File: config.mk
export PLATFORM = sky130hd
export DESIGN_NAME = byte_word_assembler
export DESIGN_NICKNAME = d
export VERILOG_FILES = /design/src/rtl/byte_word_assembler_pkg.sv /design/src/rtl/byte_word_assembler_fifo.sv /design/src/rtl/byte_word_assembler.sv
export SDC_FILE = /design/constraint.sdc
export NUM_CORES = 1
export LEC_CHECK = 0
export CAP_MARGIN = 20
export CELL_PAD_IN_SITES_DETAIL_PLACEMENT = 1
export CELL_PAD_IN_SITES_GLOBAL_PLACEMENT = 1
export CORE_MARGIN = 5
export CORE_UTILIZATION = 45
export CTS_CLUSTER_DIAMETER = 40
export DETAILED_ROUTE_END_ITERATION = 12
export GPL_TIMING_DRIVEN = 0
export HOLD_SLACK_MARGIN = 0.08
export PLACE_DENSITY_LB_ADDON = 0.12
export SETUP_SLACK_MARGIN = 0.1
export SYNTH_ARGS = -nofsm -noshare
export SYNTH_HDL_FRONTEND = slang
export SYNTH_SLANG_ARGS = --single-unit
File: constraint.sdc
create_clock -name clk -period 2.9 [get_ports clk]
set_input_delay 0.29 -clock clk [delete_from_list [all_inputs] [get_ports clk]]
set_output_delay 0.29 -clock clk [all_outputs]
set_load 0.05 [all_outputs]
File: src/rtl/byte_word_assembler_pkg.sv
// Shared constants for the byte-to-word assembler.
//   DATA_WIDTH_DEF : default payload bits per input symbol
//   TAG_BIT        : index of the start-of-record tag in a default-width symbol
//   DROP_W/DROP_MAX: dropped-word counter width and its saturation value
//   lane_width()   : bits needed to hold a byte count 0..word_bytes
package byte_word_assembler_pkg;

  localparam int unsigned DATA_WIDTH_DEF = 8;
  localparam int unsigned TAG_BIT        = DATA_WIDTH_DEF;
  localparam int unsigned DROP_W         = 16;
  localparam logic [DROP_W-1:0] DROP_MAX = '1;

  function automatic int unsigned lane_width(input int unsigned word_bytes);
    return $clog2(word_bytes) + 1;
  endfunction

endpackage

File: src/rtl/byte_word_assembler_fifo.sv
// word_fifo: synchronous FIFO, strict FIFO order.
//   push_i/wdata_i : write request (ignored when full unless popping this cycle)
//   pop_i          : read request (ignored when empty)
//   rdata_o        : head entry; holds the last popped entry while empty
//   full_o/empty_o : occupancy flags
module word_fifo #(
  parameter int unsigned WIDTH = 8,
  parameter int unsigned DEPTH = 4
) (
  input  logic             clk,
  input  logic             rst,
  input  logic             push_i,
  input  logic [WIDTH-1:0] wdata_i,
  input  logic             pop_i,
  output logic [WIDTH-1:0] rdata_o,
  output logic             full_o,
  output logic             empty_o
);

  localparam int unsigned AW = $clog2(DEPTH);

  logic [WIDTH-1:0] mem_q [DEPTH];
  logic [AW:0]      wr_q, rd_q;
  logic [WIDTH-1:0] last_q;
  logic             do_push, do_pop;

  // Extra pointer MSB distinguishes full from empty when the indices match.
  assign empty_o = (wr_q == rd_q);
  assign full_o  = (wr_q[AW] != rd_q[AW]) && (wr_q[AW-1:0] == rd_q[AW-1:0]);

  // A pop frees a slot in the same cycle, so push is accepted even when full.
  assign do_pop  = pop_i && !empty_o;
  assign do_push = push_i && (!full_o || do_pop);

  assign rdata_o = empty_o ? last_q : mem_q[rd_q[AW-1:0]];

  always_ff @(posedge clk or posedge rst) begin
    if (rst) begin
      wr_q   <= '0;
      rd_q   <= '0;
      last_q <= '0;
    end else begin
      if (do_push) wr_q <= wr_q + 1'b1;
      if (do_pop) begin
        rd_q   <= rd_q + 1'b1;
        last_q <= mem_q[rd_q[AW-1:0]];
      end
    end
  end

  always_ff @(posedge clk) begin
    if (do_push) mem_q[wr_q[AW-1:0]] <= wdata_i;
  end

endmodule

File: src/rtl/byte_word_assembler.sv
// byte_word_assembler: packs a tagged byte stream into little-endian words.
//   in_data/in_valid   : symbol {tag, byte}; tag starts a new record
//   out_word/out_len   : FIFO head word (lane 0 in LSBs) and its byte count
//   out_valid/out_ready: valid/ready handshake on the FIFO head
//   overflow           : sticky, a word was dropped because the FIFO was full
//   drop_count         : saturating count of dropped words
module byte_word_assembler
  import byte_word_assembler_pkg::*;
#(
  parameter int unsigned DATA_WIDTH = DATA_WIDTH_DEF,
  parameter int unsigned WORD_BYTES = 4,
  parameter int unsigned FIFO_DEPTH = 4
) (
  input  logic                               clk,
  input  logic                               rst,
  input  logic [DATA_WIDTH:0]                in_data,
  input  logic                               in_valid,
  output logic [WORD_BYTES*DATA_WIDTH-1:0]   out_word,
  output logic [lane_width(WORD_BYTES)-1:0]  out_len,
  output logic                               out_valid,
  input  logic                               out_ready,
  output logic                               overflow,
  output logic [DROP_W-1:0]                  drop_count
);

  localparam int unsigned LW     = lane_width(WORD_BYTES);
  localparam int unsigned WORD_W = WORD_BYTES * DATA_WIDTH;
  localparam logic [LW-1:0] LAST_LANE = LW'(WORD_BYTES - 1);

  logic [LW-1:0]         lane_q, lane_d;
  logic [WORD_W-1:0]     acc_q, acc_d, acc_fill;
  logic                  ovf_q, ovf_d;
  logic [DROP_W-1:0]     drop_q, drop_d;

  logic                  in_tag;
  logic [DATA_WIDTH-1:0] in_byte;
  logic                  emit, pop, drop;
  logic [WORD_W-1:0]     emit_word;
  logic [LW-1:0]         emit_len;
  logic                  fifo_full, fifo_empty;

  assign in_tag  = in_data[DATA_WIDTH];
  assign in_byte = in_data[DATA_WIDTH-1:0];

  always_comb begin
    emit      = 1'b0;
    emit_word = '0;
    emit_len  = '0;
    lane_d    = lane_q;
    acc_d     = acc_q;
    acc_fill  = acc_q;
    acc_fill[lane_q*DATA_WIDTH +: DATA_WIDTH] = in_byte;
    if (in_valid) begin
      if (in_tag && (lane_q != '0)) begin
        // Flush the partial word; the tagged byte opens a fresh accumulator.
        emit      = 1'b1;
        emit_word = acc_q;
        emit_len  = lane_q;
        acc_d     = '0;
        acc_d[DATA_WIDTH-1:0] = in_byte;
        lane_d    = LW'(1);
      end else if (lane_q == LAST_LANE) begin
        emit      = 1'b1;
        emit_word = acc_fill;
        emit_len  = LW'(WORD_BYTES);
        acc_d     = '0;
        lane_d    = '0;
      end else begin
        acc_d  = acc_fill;
        lane_d = lane_q + LW'(1);
      end
    end
  end

  assign pop  = out_valid && out_ready;
  assign drop = emit && fifo_full && !pop;

  always_comb begin
    ovf_d  = ovf_q;
    drop_d = drop_q;
    if (drop) begin
      ovf_d = 1'b1;
      if (drop_q != DROP_MAX) drop_d = drop_q + 1'b1;
    end
  end

  always_ff @(posedge clk or posedge rst) begin
    if (rst) begin
      lane_q <= '0;
      acc_q  <= '0;
      ovf_q  <= 1'b0;
      drop_q <= '0;
    end else begin
      lane_q <= lane_d;
      acc_q  <= acc_d;
      ovf_q  <= ovf_d;
      drop_q <= drop_d;
    end
  end

  word_fifo #(
    .WIDTH(WORD_W + LW),
    .DEPTH(FIFO_DEPTH)
  ) u_fifo (
    .clk     (clk),
    .rst     (rst),
    .push_i  (emit),
    .wdata_i ({emit_word, emit_len}),
    .pop_i   (pop),
    .rdata_o ({out_word, out_len}),
    .full_o  (fifo_full),
    .empty_o (fifo_empty)
  );

  assign out_valid  = !fifo_empty;
  assign overflow   = ovf_q;
  assign drop_count = drop_q;

endmodule
* Yosys cells after proc, flatten, opt, wreduce, memory -nomap -nowiden
Memories as Yosys holds them, arrays and structs flattened.
Index checks and enable logic that the tools add are counted.
** Cells by class
- $add $sub $neg :: 5
- Eq/ne operators :: 5
- Shift operators :: 2
- Mux-type cells :: 17
- Reduce and logical (&&, ||, !) cells :: 13
** Operators by type and width (number)
- $mux W32 :: 5
- $mux W35 :: 1
- $neg A6 Y34 :: 1
- $shift A8 B34 Y32 const A :: 1
- $shiftx A8 B34 Y32 :: 1
- $bwmux W32 :: 1
- $add A16 B1 Y16 const B :: 1
- $ne A16 B16 Y1 const B :: 1
- $mux W3 :: 5
- $add A3 B1 Y3 const B :: 3
- $logic_and A1 B1 Y1 :: 7
- $mux W1 :: 5
- $eq A3 B2 Y1 const B :: 1
- $eq A3 B3 Y1 :: 1
- $logic_not A1 Y1 :: 3
- $reduce_bool A3 Y1 :: 1
- $eq A2 B2 Y1 :: 1
- $reduce_and A2 Y1 :: 1
- $logic_or A1 B1 Y1 :: 1
- $ne A1 B1 Y1 :: 1
** Storage, ports and cells
- Register bits after elaboration :: 93
- Bits in writable memories :: 140
- Input bits :: 13
- Output and inout port bits :: 53
- Logic and storage cells :: 50
- Memories :: 1
** Memories
- u_fifo.mem_q :: words 4, bits a word 35, rd ports 1, clocked after Yosys merged registers in 0, write ports 1, line byte_word_assembler_fifo.sv:22 : logic [WIDTH-1:0] mem_q [DEPTH];

* Longest topological paths before layout
- Depth after elaboration :: 8
- Depth in mapped cells :: 10
- Gate-level depth less buffers :: 8

* Modules after synthesis
A second synthesis with hierarchy kept.
** Second synthesis, totals
- Cells, all modules :: 617
- Area, all modules :: 10127.2 um2
** By module, submodules not included
- word_fifo :: times used 1, cells each 342, area an instance 7369.6 um2, seq. area each 5230.0 um2
- byte_word_assembler :: times used 1, cells each 275, area an instance 2757.6 um2, seq. area each 1301.2 um2

* Worst setup path after synthesis
OpenSTA, ideal clock, no wires.
- Path type :: flip-flop to flip-flop
- Start point :: register lane_q[0]
- End point :: memory u_fifo.mem_q[3][0] (netlist name), enable pin
- Setup time :: 397 ps
- Arrival time :: 2520 ps
- Data required time :: 2503 ps
- Setup slack :: -17 ps
- Stages on the path, launching flop included :: 9
- Buffers on the path :: 1
- Period minus slack after synthesis :: 2917 ps
- Cells stage by stage :: dfrtp_1 -> inv_1 -> ha_1 -> ha_1 -> nor2b_1 -> buf_4 -> o21ai_2 -> nor2_1 -> and2_1
** Between the ends
- Longest elaborated chain between the ends :: 7
- Elaborated cells on any way between the ends :: 9
- Classes of those cells :: eq/ne (1); mux (5); reduce/logical (3)
** Ends and longest elaborated chain
- start, declared :: line byte_word_assembler.sv:30 : logic [LW-1:0] lane_q, lane_d;
- start signal, assigned :: line byte_word_assembler.sv:94 : lane_q <= lane_d;
- $eq A3 B2 Y1 / $reduce_bool A3 Y1 (equally long branches) :: line byte_word_assembler.sv:62, byte_word_assembler.sv:54
- $mux W1 / $logic_and A1 B1 Y1 (equally long branches) :: line byte_word_assembler.sv:62, byte_word_assembler.sv:54
- $mux W1 (*) :: line byte_word_assembler.sv:54 : if (in_tag && (lane_q != '0)) begin
- $mux W1 (*) :: line byte_word_assembler.sv:53 : if (in_valid) begin
- $logic_and A1 B1 Y1 (*) :: line byte_word_assembler_fifo.sv:33 : assign do_push = push_i && (!full_o || do_pop);
- $mux W1 (*) :: line byte_word_assembler_fifo.sv:52 : if (do_push) mem_q[wr_q[AW-1:0]] <= wdata_i;
- $mux W1 (implied by the code) (*) :: line byte_word_assembler_fifo.sv:52
- end, declared :: line byte_word_assembler_fifo.sv:22
Mark *: on every way between the ends. The rest lies on a longest branch, timed or not.

* Worst setup path after layout
- Start point :: register u_fifo.rd_q[1]
- End point :: output port out_word[17]
** Between the ends
- Longest elaborated chain between the ends :: 2
- Elaborated cells on any way between the ends :: 3
- Classes of those cells :: eq/ne (1); mux (1); memory (1)
** Ends and longest elaborated chain
- start, declared :: line byte_word_assembler_fifo.sv:23 : logic [AW:0] wr_q, rd_q;
- start signal, assigned :: line byte_word_assembler_fifo.sv:45 : rd_q <= rd_q + 1'b1;
- $mem_v2 Z4 W35 / $eq A3 B3 Y1 (equally long branches)
- $mux W35 (*) :: line byte_word_assembler_fifo.sv:35 : assign rdata_o = empty_o ? last_q : mem_q[rd_q[AW-1:0]];
- end, declared :: line byte_word_assembler.sv:18 : output logic [WORD_BYTES*DATA_WIDTH-1:0] out_word,
Marks and branches as above.

==> results.md <==
- The clock-pin transition on the worst setup and hold timing paths is 0.05 ns.
- The count of inserted antenna diode cells is 0.
- The floorplan step defined a die boundary enclosing 0.0248 mm^2.
- In this run switching power makes up 38.8% of total power.
- For this design the top-level I/O count stands at 66.
- The proportion of synthesized chip area in sequential cells is 66.7%.
- The largest family of logic cells by synthesized area is multiplexers.
- Summing the areas of all and, or, nand and nor instances in the mapped netlist gives 5.72% of the synthesized area.
- The data required time at the worst endpoint is 2.61 ns.
- The critical path capture point type is an output port.
- Global routing used 19.7% of the available tracks.
- After detailed routing, the number of vias per cell comes to 5.63.
- Dividing the detail-routed wire length by the instance count gives 23.8 um.
- Yosys printed 0 warnings.
- The number of design-rule violations left by the first detailed-router iteration is 396.
- The first global-routing pass estimated between 30 and 40 mm of wire.
- Global routing used 4.29% of the available met3 tracks.
- The leakage power of the design is 4.62 nW.
- The fill cell instance count of the final layout is 2008.
- The initial antenna violation count is 0.
- The number of nets in the layout is 739.
- The capture instance of the worst register-to-register path is u_fifo.mem_q[0][28]$_DFFE_PP_.
- Counting along the longest clock path gives a buffer depth of 3.
- After detailed routing, the number of remaining DRC violations is 0.
- The design internal power is 9.02 mW.
- Dividing the synthesized area by the synthesized cell count gives 16.3 um^2.
- The remaining number of nets flagged by the antenna check after routing is 0.
- Counting the buffers created by CTS gives 35.
- The actual slew at the worst max-slew pin is 0.731 ns.
- The arrival time reported for the critical path endpoint is 2.43 ns.
- The final number of max-transition violations is 0.
- The synthesized-area fraction occupied by ao, oa, aoi and oai cells is around 5.9%.
- The count of input and output buffers is 57.
- The xor and xnor area share after synthesis is 2.03%.
- The worst setup path is of the flop to output port kind.
- The library cell used as clock root buffer is sky130_fd_sc_hd__clkbuf_16.
- The final total power is 14.7 mW.
- After layout, the worst path uses a little over nine tenths of the clock period.
- The class of the most critical hold timing path is input port to asynchronous set/reset pin.
- The setup check on the worst reg-to-reg path leaves a slack of 0.20 ns.
- The largest net degree at the start of global routing is 63.
- The run finished with clean final reports.
- At the end of routability-driven placement, the weighted congestion stood at 0.822.
- The worst path in the final design needs a cycle of 2.72 ns, including I/O delays and setup.
- The clock tree from TritonCTS is done.
- The startpoint identified for the worst register-to-register timing path is lane_q[0]$_DFFE_PP0P_.
- In the synthesized netlist, the number of instances is 600.
- The worst vdd rail ir drop is 0.000827 V.
- In this run the tightest slew margin relative to its limit is between 50% and 60%.
- Setup violations remaining at the end of the flow were counted as 0.
- Per report_power, the sequential group accounts for between 30 and 40% of the total.
- The register bit total from synthesis is 233.
- Row generation in the floorplan step produced 54 rows.
- The post-synth net total is 624.
- Summing every instance area after synthesis gives 0.00979 mm^2.
- The via count of the first global-routing pass is around 6300.
- The tool flagged a number of max-cap violations equal to 0.
- The met2 layer usage reported by global route is 32.6%.
- The adder and majority cell fraction of the synthesized area is 1.41%.
- The area of the placeable core is between 0.02 and 0.025 mm^2.
- After synthesis, the netlist uses 39 different library cells.
- The most crowded layer after global routing is met2.
- The total detailed-routing wirelength is 24.3 mm.
- In this run the number of H-tree levels came out at 2.
- For this design the total switching power over the nets is 5.71 mW.
- The part of the power in combinational logic is a little over two fifths.
- The post-route netlist has 34.3% of its cells at a drive strength greater than 1.
- The number of detailed-routing iterations run before antenna repair is 4.
- The clock latency of the later-clocked register in the worst-skew pair is approximately 0.52 ns.
- The share of total power dissipated in the clock network is approximately 28%.
- After legalization and detailed placement, the total HPWL measured around 14 mm.
- The final number of hold-violating endpoints came to 0.
- The sequential standard cell area is 0.00653 mm^2.
- The number of sinks on the clock net is around 230.
- The element type at the critical path start is a flop.
- The worst register-to-register path has a depth of 8.
- The multiplexer share of the synthesized area is 16.4%.
- The total overflow left after global routing is 0.
- Summing all multi-input logic gate instances after layout gives 0.00315 mm^2.
- The peak clock frequency supported by timing is 368 MHz.
- The die is 158 um wide.
- The worst-case clock skew is 0.0311 ns.
- Global routing used between 20% and 30% of the available met1 tracks.
- The areal power density over the cells is around 1200 mW/mm^2.
- The layout overhead on the synthesized area is 24.0%.
- For this configuration, the core starts out at a cell density of 45.3%.
- Along the worst path, the maximum fanout reaches 10.
- Setup repair after global routing left no endpoint under its margin.
- Cells fill between 50% and 60% of the core in the end.
- The routed layout has 5749 vias.
- The die height is 158 um.
==> flip-flops by register name, summed over array words and instances, names as in the netlist <==
register,count
u_fifo.rd_q,3
u_fifo.last_q,35
drop_count,16
overflow,1
lane_q,3
acc_q,32
u_fifo.wr_q,3
u_fifo.mem_q,140
==> placed cells by master, fill, tap and decap left out, types with 11 or more instances in the layout <==
master / synthesis / final
sky130_fd_sc_hd__buf_2: 10 / 31
sky130_fd_sc_hd__nor2_1: 36 / 33
sky130_fd_sc_hd__clkbuf_1: 15 / 14
sky130_fd_sc_hd__buf_12: 0 / 14
sky130_fd_sc_hd__a22oi_1: 24 / 24
sky130_fd_sc_hd__mux4_2: 35 / 35
sky130_fd_sc_hd__ha_1: 11 / 11
sky130_fd_sc_hd__clkbuf_16: 0 / 35
sky130_fd_sc_hd__edfxtp_1: 140 / 140
sky130_fd_sc_hd__dfrtp_1: 93 / 93
sky130_fd_sc_hd__xnor2_1: 13 / 13
sky130_fd_sc_hd__a22o_1: 32 / 32
sky130_fd_sc_hd__mux2_2: 73 / 73
sky130_fd_sc_hd__clkdlybuf4s50_1: 0 / 21
sky130_fd_sc_hd__nand2_1: 29 / 29
==> per-stage QoR <==
step | setup TNS, ns | worst slack [ns] | std cells | cell area [um^2] | hold WS, ns
floorplan | 0 | 0.190 | 600 | 9800 | 0.460
global placement | -187.18 | -1.54 | 937 | 10700 | 0.458
detailed placement | -69.03 | -0.497 | 938 | 10800 | 0.464
CTS | 0 | 0.00568 | 1005 | 11900 | 0.170
global route | 0 | 0.0809 | 1021 | 12100 | 0.197
finish | 0 | 0.181 | 1021 | 12100 | 0.159
==> worst max-delay path, cell delays in order (launching register included) <==
cell	delay, ns
sky130_fd_sc_hd__dfrtp_1	0.37
sky130_fd_sc_hd__buf_4	0.21
sky130_fd_sc_hd__xnor2_2	0.17
sky130_fd_sc_hd__nand3b_1	0.14
sky130_fd_sc_hd__buf_6	0.22
sky130_fd_sc_hd__buf_4	0.23
sky130_fd_sc_hd__mux2_2	0.35
sky130_fd_sc_hd__buf_2	0.21
==> metal layers <==
| metal | up-vias | share of wire [%] |
|---|---|---|
| met1 | 3023 | 43 |
| met2 | 145 | 50 |
| met4 | 0 | 1.9 |
| met3 | 32 | 5.0 |
| li1 | 2549 | - |
| met5 | - | 0 |
==> cell usage after synthesis (all sizes together) <==
master / count / area (um^2)
xor2: 6 / 52.6
mux4: 35 / 788
ha: 11 / 138
clkinv: 1 / 3.75
clkbuf: 15 / 56.3
nor2: 37 / 141
nor4: 6 / 67.6
o21ai: 11 / 58.8
nor3: 1 / 5.00
nand4: 7 / 50.1
a22oi: 24 / 180
and3: 3 / 18.8
nand3b: 1 / 7.51
nand2: 31 / 121
nand2b: 4 / 25.0
xnor2: 15 / 146
edfxtp: 140 / 4200
nand3: 9 / 45.0
a21oi: 9 / 45.0
o21a: 1 / 7.51
nor3b: 1 / 12.5
buf: 14 / 83.8
inv: 9 / 33.8
a22o: 32 / 280
mux2: 73 / 822
o22ai: 1 / 6.26
and4b: 1 / 10.0
nor2b: 3 / 18.8
and2: 6 / 37.5
dfrtp: 93 / 2330
==> area by class of cell <==
| type | count | share of cell area [%] |
|---|---|---|
| clock buffers | 41 | 7.64 |
| well taps | 280 | 2.88 |
| flip-flops and latches | 233 | 53.8 |
| repair buffers | 74 | 6.09 |
| multi-input cells | 332 | 26.0 |
| plain buffers | 29 | 1.52 |
| inverters | 10 | 0.330 |
| clock inverters | 22 | 1.78 |
==> logic make-up after synthesis <==
kind of cell / count (synthesis)
buf+inv: 39
simple gates: 110
xor+xnor: 21
mux: 108
flops: 233
compound gates: 78
fa+ha+maj: 11
==> power groups by stage <==
stage          combinational, mW  clock [mW]  sequential (mW)
2_1_floorplan               4.50           0             4.48
6_report                    6.18        4.09             4.45
4_1_cts                     6.14        4.16             4.45
3_3_place_gp                6.19           0             4.46
3_5_place_dp                6.32           0             4.52
5_1_grt                     6.54        4.36             4.51
==> timing repair <==
action | CTS | global route
hold buffers | 0 | 0
setup endpoints to repair | 177 | 276
cloned | 4 | 0
pin swaps | 4 | 7
buffers inserted | 0 | 16
resized for setup | 164 | 18
==> worst max-delay path by stage <==
stage                          startpoint                       endpoint  slack [ns]  cells after the start
2_1_floorplan                         rst           acc_q[0]$_DFFE_PP0P_        0.19                      1
3_3_place_gp                          rst  u_fifo.last_q[17]$_DFFE_PP0P_       -1.54                      2
3_5_place_dp        lane_q[0]$_DFFE_PP0P_  u_fifo.mem_q[2][23]$_DFFE_PP_       -0.50                      8
4_1_cts        u_fifo.rd_q[0]$_DFFE_PP0P_                   out_word[25]       0.006                      7
5_1_grt        u_fifo.rd_q[1]$_DFFE_PP0P_                    out_word[3]        0.08                      7
6_report       u_fifo.rd_q[1]$_DFFE_PP0P_                   out_word[17]        0.18                      7
No activity file was read; power rests on OpenSTA's default activity.
